File: config.mk
export PLATFORM = sky130hd
export DESIGN_NAME = dac_display_scheduler
export DESIGN_NICKNAME = d
export VERILOG_FILES = /design/src/rtl/dac_display_scheduler.sv
export SDC_FILE = /design/constraint.sdc
export NUM_CORES = 1
export LEC_CHECK = 0
export CAP_MARGIN = 20
export CORE_ASPECT_RATIO = 1.4
export CORE_MARGIN = 4
export CORE_UTILIZATION = 45
export CTS_BUF_LIST = sky130_fd_sc_hd__clkbuf_16
export CTS_CLUSTER_DIAMETER = 200
export DETAILED_ROUTE_END_ITERATION = 10
export PLACE_DENSITY = 0.59
export RECOVER_POWER = 50
export SETUP_SLACK_MARGIN = 0.5
export SLEW_MARGIN = 20
export SYNTH_ARGS = -nofsm -noshare
export SYNTH_HDL_FRONTEND = slang
export SYNTH_SLANG_ARGS = --single-unit
File: constraint.sdc
create_clock -name clk -period 3.1 [get_ports clk]
set_input_delay 0.31 -clock clk [delete_from_list [all_inputs] [get_ports clk]]
set_output_delay 0.31 -clock clk [all_outputs]
set_load 0.05 [all_outputs]
File: src/rtl/dac_display_scheduler.sv
// DAC monitor-mux sequencer: debounced buttons, manual/auto scan, frame-aligned switching with blanking.
// Define DAC_SCHED_MARKER_EN to build the frame-start trigger marker; otherwise marker is tied low.
module dac_display_scheduler #(
  parameter int unsigned NUM_WAVES       = 7,
  parameter int unsigned DWELL_FRAMES    = 16,
  parameter int unsigned BLANK_CYCLES    = 8,
  parameter int unsigned DEBOUNCE_CYCLES = 1000000,
  parameter int unsigned MARKER_CYCLES   = 4
) (
  input  logic       clk,
  input  logic       rst_n,
  input  logic       btn_next,
  input  logic       btn_mode,
  input  logic       frame_sync,
  output logic [2:0] sel,
  output logic       auto_mode,
  output logic       blank,
  output logic       marker,
  output logic       switch_pending
);

  localparam int unsigned DW = $clog2(DWELL_FRAMES);
  localparam int unsigned BW = $clog2(BLANK_CYCLES + 1);
  localparam int unsigned CW = $clog2(DEBOUNCE_CYCLES + 1);

  localparam logic [2:0]    SEL_LAST   = 3'(NUM_WAVES - 1);
  localparam logic [DW-1:0] DWELL_LAST = DW'(DWELL_FRAMES - 1);
  localparam logic [BW-1:0] BLANK_LOAD = BW'(BLANK_CYCLES);
  localparam logic [CW-1:0] DB_LAST    = CW'(DEBOUNCE_CYCLES - 1);

  if (NUM_WAVES < 1 || NUM_WAVES > 8) begin : g_bad_num_waves
    $error("NUM_WAVES must be in 1..8 for a 3-bit select");
  end
  if (DWELL_FRAMES < 2) begin : g_bad_dwell
    $error("DWELL_FRAMES must be at least 2");
  end
  if (BLANK_CYCLES < 1) begin : g_bad_blank
    $error("BLANK_CYCLES must be at least 1");
  end
  if (DEBOUNCE_CYCLES < 1) begin : g_bad_debounce
    $error("DEBOUNCE_CYCLES must be at least 1");
  end
  if (MARKER_CYCLES < 1) begin : g_bad_marker
    $error("MARKER_CYCLES must be at least 1");
  end

  typedef enum logic {
    ST_SHOW  = 1'b0,
    ST_BLANK = 1'b1
  } state_e;

  // Button debounce: bit 0 is btn_next, bit 1 is btn_mode.
  logic [1:0]    btn_raw;
  logic [1:0]    sync1_q, sync2_q;
  logic [1:0]    stable_q, stable_d, stable_dly_q;
  logic [CW-1:0] db_cnt_q [2];
  logic [CW-1:0] db_cnt_d [2];
  logic [1:0]    press;
  logic          next_press, mode_press;

  assign btn_raw = {btn_mode, btn_next};

  always_comb begin
    for (int b = 0; b < 2; b++) begin
      db_cnt_d[b] = '0;
      stable_d[b] = stable_q[b];
      if (sync2_q[b] != stable_q[b]) begin
        if (db_cnt_q[b] == DB_LAST) begin
          stable_d[b] = sync2_q[b];
        end else begin
          db_cnt_d[b] = db_cnt_q[b] + CW'(1);
        end
      end
    end
  end

  always_ff @(posedge clk or negedge rst_n) begin
    if (!rst_n) begin
      sync1_q      <= '0;
      sync2_q      <= '0;
      stable_q     <= '0;
      stable_dly_q <= '0;
      db_cnt_q[0]  <= '0;
      db_cnt_q[1]  <= '0;
    end else begin
      sync1_q      <= btn_raw;
      sync2_q      <= sync1_q;
      stable_q     <= stable_d;
      stable_dly_q <= stable_q;
      db_cnt_q[0]  <= db_cnt_d[0];
      db_cnt_q[1]  <= db_cnt_d[1];
    end
  end

  assign press      = stable_q & ~stable_dly_q;
  assign next_press = press[0];
  assign mode_press = press[1];

  // Scheduler state
  state_e        state_q, state_d;
  logic [2:0]    sel_q, sel_d;
  logic          auto_q, auto_d;
  logic          pending_q, pending_d;
  logic [DW-1:0] dwell_q, dwell_d;
  logic [BW-1:0] blank_cnt_q, blank_cnt_d;
  logic          blank_q, blank_d;
  logic          show_sync, fire;

  assign show_sync = (state_q == ST_SHOW) && frame_sync;
  assign fire      = show_sync && (pending_q || (auto_q && (dwell_q == DWELL_LAST)));

  always_comb begin
    state_d     = state_q;
    sel_d       = sel_q;
    auto_d      = auto_q;
    pending_d   = pending_q;
    dwell_d     = dwell_q;
    blank_cnt_d = blank_cnt_q;

    case (state_q)
      ST_SHOW: begin
        if (fire) begin
          sel_d       = (sel_q == SEL_LAST) ? 3'd0 : sel_q + 3'd1;
          pending_d   = 1'b0;
          dwell_d     = '0;
          blank_cnt_d = BLANK_LOAD;
          state_d     = ST_BLANK;
        end else if (show_sync && auto_q) begin
          dwell_d = dwell_q + DW'(1);
        end
      end
      ST_BLANK: begin
        blank_cnt_d = blank_cnt_q - BW'(1);
        if (blank_cnt_q <= BW'(1)) begin
          blank_cnt_d = '0;
          state_d     = ST_SHOW;
        end
      end
      default: begin
        state_d     = ST_SHOW;
        blank_cnt_d = '0;
      end
    endcase

    // Button events are applied after the switch decision so a coincident
    // press re-arms the next frame and a mode toggle uses the old mode here.
    if (next_press) begin
      pending_d = 1'b1;
    end
    if (mode_press) begin
      auto_d  = ~auto_q;
      dwell_d = '0;
    end

    blank_d = (state_d == ST_BLANK);
  end

  always_ff @(posedge clk or negedge rst_n) begin
    if (!rst_n) begin
      state_q     <= ST_SHOW;
      sel_q       <= '0;
      auto_q      <= 1'b0;
      pending_q   <= 1'b0;
      dwell_q     <= '0;
      blank_cnt_q <= '0;
      blank_q     <= 1'b0;
    end else begin
      state_q     <= state_d;
      sel_q       <= sel_d;
      auto_q      <= auto_d;
      pending_q   <= pending_d;
      dwell_q     <= dwell_d;
      blank_cnt_q <= blank_cnt_d;
      blank_q     <= blank_d;
    end
  end

`ifdef DAC_SCHED_MARKER_EN
  localparam int unsigned MW = $clog2(MARKER_CYCLES + 1);
  localparam logic [MW-1:0] MARKER_LOAD = MW'(MARKER_CYCLES);

  logic [MW-1:0] marker_cnt_q, marker_cnt_d;
  logic          marker_q, marker_d;

  // A non-switching frame start (re)starts the marker width.
  always_comb begin
    marker_cnt_d = marker_cnt_q;
    if (show_sync && !fire) begin
      marker_cnt_d = MARKER_LOAD;
    end else if (marker_cnt_q != '0) begin
      marker_cnt_d = marker_cnt_q - MW'(1);
    end
    marker_d = (marker_cnt_d != '0);
  end

  always_ff @(posedge clk or negedge rst_n) begin
    if (!rst_n) begin
      marker_cnt_q <= '0;
      marker_q     <= 1'b0;
    end else begin
      marker_cnt_q <= marker_cnt_d;
      marker_q     <= marker_d;
    end
  end

  assign marker = marker_q;
`else
  assign marker = 1'b0;
`endif

  assign sel            = sel_q;
  assign auto_mode      = auto_q;
  assign blank          = blank_q;
  assign switch_pending = pending_q;

endmodule

After elaboration in Yosys (flattened, before gate mapping)
Cells that the tools add are included.

cells by class
  divide/modulo/power cells = 0
  reductions and logical operators = 12
  $lt $le $gt $ge = 1
  shift-type cells = 0
  bitwise operators = 4
  equal/unequal tests = 9
  add/sub/neg operators = 5
  mux-type cells = 18
  multiply operators = 0

operators by type and width
  operator                                                         count
  2-to-1 mux 20 bit                                                4
  adder 20 x 1 -> 20 bit (second input constant)                   2
  == test 20 bit (second input constant)                           2
  2-to-1 mux 4 bit                                                 6
  AND reduction 2 bit                                              5
  case mux 4 bit (2 select lines)                                  1
  != test 2 bit (second input constant)                            3
  2-to-1 mux 1 bit                                                 5
  adder 4 x 1 -> 4 bit (second input constant)                     1
  == test 4 bit (second input constant)                            1
  less-or-equal comparator 4 x 1 -> 1 bit (second input constant)  1
  logical AND 1 bit                                                4
  subtractor 4 x 1 -> 4 bit (second input constant)                1
  adder 3 x 1 -> 3 bit (second input constant)                     1
  == test 3 bit (second input constant)                            1
  2-to-1 mux 3 bit                                                 1
  nonzero test 3 bit                                               1
  bitwise AND 2 bit                                                1
  != test 1 bit                                                    2
  inverter 1 bit                                                   2
  inverter 2 bit                                                   1
  case mux 1 bit (2 select lines)                                  1
  nonzero test 2 bit                                               1
  logical OR 1 bit                                                 1

word-level totals
  latch bits = 0
  memories kept = 0
  bits in writable memories = 0
  input bits = 5
  memory bits (read-only) = 0
  register bits after elaboration = 62

Depth between registers and ports, before layout
Gate-level depths: netlist (run 1).

  word-level depth = 7
  gate-level depth with buffers = 6

Worst setup path after synthesis (run 1)
Ideal clock, no wire load.

  kind = register to register
  start = register db_cnt_q[28] in the netlist's numbering
  end = register stable_q[0]
  path buffers = 0
  clock period less this slack = 1944 ps
  cell stages (with the launch flop) = 5
  slack = 1156 ps
  library setup time = 125 ps
  arrival time = 1820 ps
  cells stage by stage = dfrtp_1 > or4b_1 > or4_1 > nor2_1 > mux2_2

on the way
  longest elaborated chain between the ends = 2

ends and longest elaborated chain
  what                                  RTL line  text
  start, declared                       56        logic [CW-1:0] db_cnt_q [2];
  == test 20 bit                        68        if (db_cnt_q[b] == DB_LAST) begin
  AND reduction 2 bit (no source line)  --
  end signal, assigned                  88        stable_q <= stable_d;
  end, declared                         55        logic [1:0] stable_q, stable_d, stable_dly_q;

No other way between the ends.
A chain may end at the register's enable or synchronous reset.

==> results by group, run 1 <==
CTS
  – Clock-pin transition on the worst setup and hold timing paths: 0.05 ns
  – Maximum level of the CTS H-tree: 3
  – Clock latency of the later-clocked register in the worst-skew pair: approximately 0.32 ns
  – Buffer type at the clock tree root: sky130_fd_sc_hd__clkbuf_16
  – Clock buffer count from CTS: 9
  – # Post-CTS Setup Buffers: 0
  – Post-cts gate resize count: 0
  – Number of hold-repair buffers added at the cts stage: 0
  – Clock tree from TritonCTS: yes
  – Sinks on Clock Net: 62
  – Largest buffer count on any clock path: 2

Logic synthesis
  – Cell area after synthesis: 2947 sq um
  – Number of instances in the synthesized netlist: approximately 300
  – Avg Synthesized Cell Area: 9.921 sq um
  – Most used DFF post-synth: sky130_fd_sc_hd__dfrtp_1
  – Post-synth EDFFs: 0
  – Number of synthesis warnings: 0
  – Post-synth net total: approximately 310
  – Post-synthesis register bit count: 62
  – Async SR Flop Fraction: 1.000
  – Portion of the post-synthesis area used by sequential elements: 0.5265
  – Count of different cell masters after synthesis: 38

STA
  – Worst clock skew on the final layout: roughly 0.0083 ns
  – Final period util: 0.6604
  – Final hold violation count: 0
  – Headroom to the max-slew limit: -0.1591
  – Final TNS setup: 0 ns
  – Time the final worst path needs with I/O delays and setup: 2.047 ns
  – F_max: approximately 0.5 GHz
  – Worst Max-Slew Pin Slew: between 1.5 and 2 ns
  – Unrepaired setup endpoints after global routing: no
  – Max-slew violation total from the final report: 34
  – Final count of negative-setup-slack endpoints: 0

Die
  – Overall die height: 103.7 um
  – Die Width: 76.39 um
  – Std cell rows: 34
  – Top-level port count: 12
  – Initial Utilization: 0.4680
  – Core region area: 6296 sq um
  – Floorplan die area: roughly 7900 sq um

Power
  – Leakage Power: ~1.4 nW
  – Part of the power in combinational logic: 0.081
  – Relative contribution of the clock network to total power: 0.459
  – Switching power of the nets: 0.4594 mW
  – Total internal power: 1.521 mW
  – Switching part of the total: 0.2319
  – Sequential cell fraction of total power: 0.460
  – Worst IR drop on VDD: 0.3703 mV
  – Pwr dens: 583.1 nW/um^2

Detailed routing
  – DRC violation count after routing: 0
  – Total wire length after detailed routing: 5354 um
  – First-iteration detailed-routing DRC count: 63
  – Average vias per placed instance: 5.505
  – Wirelength per Cell: 13.73 um
  – Via count: between 2000 and 2500
  – 1st-pass router iterations: 4
  – Post-route ant nets: 0

Setup path
  – Required time reported for the critical path endpoint: 3.34 ns
  – Startpoint kind of the worst setup timing path: register
  – Critical Path Sink Type: register
  – Worst Path Max Fanout: 7
  – Type of the setup path with the least slack: reg -> reg
  – Arrival time of the worst setup path: 2.29 ns

Layout
  – Total Nets Final: 325
  – Share of post-route cells with drive strength above 1: 0.06918
  – Number of antenna repair diodes: 0
  – Area of all placed cells without fillers: around 3400 sq um
  – Utilization after layout: 0.5395
  – P&R area growth vs syn: 15.29%

Run
  – Max-capacitance violation count: 1

GRT
  – GRT Resource Usage Total: 0.1469
  – Total overflow reported by the global router: 0
  – Largest net degree at the start of global routing: 34
  – Initial antenna violation count: 0
  – Vias in the first global route: 2155
  – Global-route wire length before repair: 9632 um

Run status
  – Violated checks: max-capacitance violations, max-slew violations
  – Outcome: finished with violations

Placement
  – Detailed placer's ending HPWL: ~3800 um
  – Routability congestion estimate from global placement: 0.7557
  – Number of input and output port buffers inserted: 10
  – Instance area at placement: ~3100 sq um

Hold path
  – Type of the worst min-delay path: reg -> reg
## critical path: stages (launching register included)
cell	delay, ns
sky130_fd_sc_hd__dfrtp_1	0.42
sky130_fd_sc_hd__ha_1	0.30
sky130_fd_sc_hd__nand2_1	0.10
sky130_fd_sc_hd__or4_1	0.59
sky130_fd_sc_hd__or4_1	0.43
sky130_fd_sc_hd__a21oi_1	0.14
## layout make-up
cell class	instances	area, sq um
clock inverters	5	45.04
repair buffers	15	123.9
fillers	571	2899
inverters	9	33.78
well taps	72	90.09
multi-input cells	218	1328
flip-flops and latches	62	1551
clock buffers	9	225.2
## cells in the mapped netlist, types with 2 or more instances
cell                        n  share of area
sky130_fd_sc_hd__a21oi_1   13          0.022
sky130_fd_sc_hd__a31oi_1    4         0.0085
sky130_fd_sc_hd__and3_1     4         0.0085
sky130_fd_sc_hd__buf_2      4         0.0068
sky130_fd_sc_hd__clkbuf_1   3         0.0038
sky130_fd_sc_hd__dfrtp_1   62           0.53
sky130_fd_sc_hd__ha_1       5          0.021
sky130_fd_sc_hd__inv_1      9          0.011
sky130_fd_sc_hd__mux2_2     2         0.0076
sky130_fd_sc_hd__nand2_1   19          0.024
sky130_fd_sc_hd__nand2b_1   2         0.0042
sky130_fd_sc_hd__nand3_1   17          0.029
sky130_fd_sc_hd__nand4_1   11          0.023
sky130_fd_sc_hd__nand4_2    2         0.0085
sky130_fd_sc_hd__nand4b_1   4          0.012
sky130_fd_sc_hd__nor2_1    40          0.051
sky130_fd_sc_hd__nor2b_1    3         0.0064
sky130_fd_sc_hd__nor3_1    11          0.019
sky130_fd_sc_hd__nor4_1     6          0.013
sky130_fd_sc_hd__o21ai_0   14          0.024
sky130_fd_sc_hd__o31ai_1    5          0.013
sky130_fd_sc_hd__or3_1      6          0.013
sky130_fd_sc_hd__or4_1      8          0.020
sky130_fd_sc_hd__xnor2_1   16          0.048
sky130_fd_sc_hd__xor2_1    14          0.042
## power by group through the flow
stage	Clock [mW]	Sequential, mW	Combinational [mW]
final	0.909	0.911	0.160
after global routing	0.980	0.918	0.185
after CTS	0.932	0.910	0.167
after detailed placement	0	0.923	0.164
after global placement	0	0.922	0.163
after floorplan	0	0.926	0.100
## metal layers
layer  wire [um]  GRT usage  up-vias
li1            -          -     1096
met1        2465     0.1781     1023
met2        2682     0.2434       19
met3         124    0.03819        9
met4          81    0.06736        0
met5           0          0        -
## kinds of logic (layout without fill, tap and decap cells)
group                    Yosys count  after routing  share of synthesized area
buffers and inverters             17             38                    0.02463
other                              1              1                   0.001273
flip-flops                        62             62                     0.5265
adder cells (fa/ha/maj)            5              5                    0.02123
multiplexers                       2              2                   0.007643
XOR/XNOR                          30             30                    0.08917
AND/OR/NAND/NOR                  139            139                     0.2497
AO/OA/AOI/OAI                     41             41                    0.07983
## stage by stage
stage / cells / power, mW / hold slack [ns] / setup WS (ns)
floorplan: 297 / 1.026 / 0.01441 / 1.156
global placement: 376 / 1.085 / 0.3336 / 1.107
detailed placement: 376 / 1.087 / 0.3411 / 1.059
CTS: 390 / 2.009 / 0.06871 / 1.057
global route: 390 / 2.083 / 0.3624 / 0.7283
finish: 390 / 1.981 / 0.3489 / 1.053
## cells in the final DEF (no fill, tap or decap), types with 2 or more instances in the layout
| master | count |
|---|---|
| sky130_fd_sc_hd__nand4_2 | 2 |
| sky130_fd_sc_hd__or3_1 | 6 |
| sky130_fd_sc_hd__nor4_1 | 6 |
| sky130_fd_sc_hd__buf_4 | 3 |
| sky130_fd_sc_hd__clkinv_1 | 2 |
| sky130_fd_sc_hd__xnor2_1 | 16 |
| sky130_fd_sc_hd__nor3_1 | 11 |
| sky130_fd_sc_hd__nor2_1 | 40 |
| sky130_fd_sc_hd__o21ai_0 | 14 |
| sky130_fd_sc_hd__o31ai_1 | 4 |
| sky130_fd_sc_hd__nand2_1 | 19 |
| sky130_fd_sc_hd__xor2_1 | 14 |
| sky130_fd_sc_hd__and3_1 | 4 |
| sky130_fd_sc_hd__nand2b_1 | 2 |
| sky130_fd_sc_hd__a31oi_1 | 4 |
| sky130_fd_sc_hd__clkbuf_1 | 3 |
| sky130_fd_sc_hd__a21oi_1 | 13 |
| sky130_fd_sc_hd__dfrtp_1 | 62 |
| sky130_fd_sc_hd__nand4b_1 | 4 |
| sky130_fd_sc_hd__ha_1 | 5 |
| sky130_fd_sc_hd__clkdlybuf4s50_1 | 7 |
| sky130_fd_sc_hd__nand4_1 | 11 |
| sky130_fd_sc_hd__nor2b_1 | 3 |
| sky130_fd_sc_hd__mux2_2 | 2 |
| sky130_fd_sc_hd__nand3_1 | 17 |
| sky130_fd_sc_hd__or4_1 | 8 |
| sky130_fd_sc_hd__dlygate4sd3_1 | 2 |
| sky130_fd_sc_hd__inv_1 | 11 |
| sky130_fd_sc_hd__clkbuf_16 | 9 |
## flip-flops by register name, indices dropped and copies added (netlist names), 2 cells and up
register      flops
stable_q          2
sync1_q           2
sel               3
dwell_q           4
blank_cnt_q       4
sync2_q           2
stable_dly_q      2
db_cnt_q         40
## final timing paths
path | from | to | slack [ns] | cells after the start
hold reg to reg | sync1_q[0] | sync2_q[0] | 0.35 | 0
hold / removal | sync1_q[0] | sync2_q[0] | 0.35 | 0
setup / recovery | db_cnt_q[20] | db_cnt_q[38] | 1.05 | 5
min in group asynchronous | rst_n | sel[1] | 0.44 | 1
setup reg to reg | db_cnt_q[20] | db_cnt_q[38] | 1.05 | 5
max in group asynchronous | rst_n | db_cnt_q[35] | 1.20 | 2
No activity file was read; power rests on OpenSTA's default activity.
==> run 2: changes to the inputs <==
- clock period: 3.1 -> 1.9 ns (I/O delays scaled with it)
==> results by group, run 2 (synthesis results as in run 1) <==
Layout
  – Leading cell type in the layout, fill and taps excluded: sky130_fd_sc_hd__dfrtp_1
  – Top register by number of flip-flops: db_cnt_q
  – Number of standard cells in the layout, taps in and fillers out: 443 (+14%)
  – Final-layout fill cell count: 466 (-18%)
  – Share of post-route cells with drive strength above 1: 0.4340 (+0.3648)
  – Number of flip-flops in the largest register: 40 (unchanged)
  – Area of all placed cells without fillers: 4307 sq um (+27%)
  – Highest-count cells in the layout ignoring fill and taps: sky130_fd_sc_hd__dfrtp_1, sky130_fd_sc_hd__buf_4, sky130_fd_sc_hd__nand2_1, sky130_fd_sc_hd__nor2_1, sky130_fd_sc_hd__xnor2_1
  – Biggest registers after layout: db_cnt_q (40), blank_cnt_q (4), dwell_q (4)
  – Utilization after layout: 0.6840 (+0.1445)
  – P&R area growth vs syn: 46.16%
  – Total Nets Final: 376 (+16%)
  – Number of antenna repair diodes: 0 (unchanged)

Die
  – Top-level port count: 12 (unchanged)
  – Core region area: 6296 sq um (unchanged)
  – Floorplan die area: 7925 sq um (unchanged)
  – Die Width: 76.39 um (unchanged)
  – Initial Utilization: 0.4680 (unchanged)
  – Std cell rows: 34 (unchanged)
  – Overall die height: 103.7 um (unchanged)

Hold path
  – Type of the worst min-delay path: reg -> reg
  – Hold path cells: 0 (unchanged)
  – Sink of the worst hold path: sync2_q[0]
  – Startpoint of the most critical hold path: sync1_q[0]

Power
  – Part of the power in combinational logic: 0.109 (+0.028)
  – Worst IR drop on VDD: 0.8149 mV (+120%)
  – Total internal power: 2.570 mW (+69%)
  – Pwr dens: 802.5 nW/um^2 (+38%)
  – Switching part of the total: 0.2563 (+0.02437)
  – Switching power of the nets: 0.8858 mW (+93%)
  – Leakage Power: 1.760 nW (+23%)
  – Sequential cell fraction of total power: 0.434 (-0.026)
  – Relative contribution of the clock network to total power: 0.457 (-0.002)

CTS
  – Clock tree from TritonCTS: yes
  – Largest buffer count on any clock path: 2 (unchanged)
  – Clock buffer count from CTS: 9 (unchanged)
  – Clock-pin transition on the worst setup and hold timing paths: 0.05 ns (about the same)
  – Clock latency of the later-clocked register in the worst-skew pair: 0.33 ns (about the same)
  – Maximum level of the CTS H-tree: 3 (unchanged)
  – Sinks on Clock Net: 62 (unchanged)
  – Buffer type at the clock tree root: sky130_fd_sc_hd__clkbuf_16

Setup path
  – Type of the setup path with the least slack: reg -> reg
  – Worst Path Max Fanout: 8 (+1)
  – CP cell instances: or4b_1 -> or4_4 -> o21ai_4 -> buf_6 -> nor2_1
  – Critical Path Source: db_cnt_q[28]
  – Startpoint kind of the worst setup timing path: register
  – Path depth of the worst reg2reg path: 5 (unchanged)
  – Critical Path Max Stage Delay: 0.55 ns (-0.04 ns)
  – Critical Path Sink Type: register
  – Required time reported for the critical path endpoint: 2.11 ns (-1.23 ns)
  – Critical register-to-register path endpoint: db_cnt_q[28]
  – Arrival time of the worst setup path: 2.19 ns (-0.10 ns)
  – Slowest stage cell, crit path: sky130_fd_sc_hd__or4_4
  – Flop2flop setup slack: -0.08 ns (-1.13 ns)
  – Worst flop-to-flop path startpoint: db_cnt_q[28]

Detailed routing
  – Average vias per placed instance: 5.479 (-0.48%)
  – 1st-pass router iterations: 4 (unchanged)
  – Total wire length after detailed routing: 6711 um (+25%)
  – Post-route ant nets: 0 (unchanged)
  – Wire length on met1: 2846 um (+15%)
  – Met3 Wirelength: 215 um (+73%)
  – Via count: 2427 (+13%)
  – Wirelength per Cell: 15.15 um (+10%)
  – DRC violation count after routing: 0 (unchanged)
  – Highest layer used for signal routing: met4
  – First-iteration detailed-routing DRC count: 175 (+180%)
  – Sum of met2 wire segment lengths after detailed routing: 3484 um (+30%)

Placement
  – Worst slack after detailed placement: -0.1234 ns (-1.182 ns)
  – Routability congestion estimate from global placement: 0.7843 (+3.8%)
  – Detailed placer's ending HPWL: 3897 um (+3.7%)
  – Cells after DPL: 396 (+5.3%)
  – Instance area at placement: 3385 sq um (+7.9%)
  – Number of input and output port buffers inserted: 10 (unchanged)

GRT
  – Initial antenna violation count: 0 (unchanged)
  – GRT Resource Usage Total: 0.1741 (+0.02715)
  – Total overflow reported by the global router: 0 (unchanged)
  – Vias in the first global route: 2414 (+12%)
  – Global-route wire length before repair: 11120 um (+15%)
  – Largest net degree at the start of global routing: 63 (+85%)

STA
  – Final count of negative-setup-slack endpoints: 21 (+21)
  – Headroom to the max-slew limit: 0.4371 (+0.5962)
  – Worst setup slack after layout: -0.08148 ns (-1.134 ns)
  – Worst Max-Slew Pin Slew: 0.8443 ns (-0.8943 ns)
  – Final hold slack: 0.3517 ns (+0.002799 ns)
  – Final hold violation count: 0 (unchanged)
  – Final period util: 1.043 (+0.3825)
  – Worst clock skew on the final layout: 0.005793 ns (-0.002524 ns)
  – F_max: 0.5047 GHz (+3.3%)
  – Max-slew violation total from the final report: 0 (-100%)
  – Unrepaired setup endpoints after global routing: yes
  – Time the final worst path needs with I/O delays and setup: 1.981 ns (-0.06585 ns)

Run status
  – Outcome: finished with violations
  – Violated checks: negative setup slack

Run
  – Max-capacitance violation count: 0 (-1)
## run 2: worst max-delay path by stage
stage | end | slack, ns
6_report | db_cnt_q[28] | -0.08
5_1_grt | db_cnt_q[31] | -0.15
4_1_cts | db_cnt_q[28] | -0.06
3_5_place_dp | db_cnt_q[28] | -0.12
3_3_place_gp | db_cnt_q[32] | -0.13
2_1_floorplan | stable_q[0] | -0.04
## run 2: worst max-delay path, delay by kind of cell, from the launching register on
family,cells,cell delay (ns)
compound gates,1,0.20
simple gates,3,1.11
flops,1,0.37
buf+inv,1,0.17
## run 2: per-layer routing
layer | global-route usage | up-vias
met3 | 0.04514 | 16
li1 | - | 1199
met1 | 0.2185 | 1174
met2 | 0.2830 | 38
met5 | 0 | -
met4 | 0.07383 | 0
## run 2: power groups by stage
stage               Clock, mW  Combinational [mW]  Sequential (mW)
finish                   1.58               0.376             1.50
global route             1.69               0.424             1.51
CTS                      1.61               0.327             1.48
detailed placement          0               0.291             1.51
global placement            0               0.285             1.51
floorplan                   0               0.172             1.52
## run 2: repair_timing
action / in CTS / in global routing
resized for setup: 71 / 55
cloned: 3 / 0
buffers inserted: 13 / 14
setup endpoints to repair: 51 / 54
pin swaps: 16 / 18
hold endpoints to repair: 62 / 0
hold buffers: 1 / 0
## run 2: area by class of cell
cell class | count | area [sq um] | area share
clock inverters | 7 | 65.06 | 0.01511
inverters | 9 | 33.78 | 0.007844
well taps | 72 | 90.09 | 0.02092
multi-input cells | 218 | 1742 | 0.4044
flip-flops and latches | 62 | 1568 | 0.3640
repair buffers | 66 | 583.1 | 0.1354
clock buffers | 9 | 225.2 | 0.05230
## run 2: metrics by stage
step / power [mW] / setup TNS (ns)
after floorplan: 1.687 / -0.2314
after global placement: 1.792 / -2.393
after detailed placement: 1.800 / -2.181
after CTS: 3.420 / -0.9052
after global routing: 3.626 / -2.747
final: 3.456 / -1.355
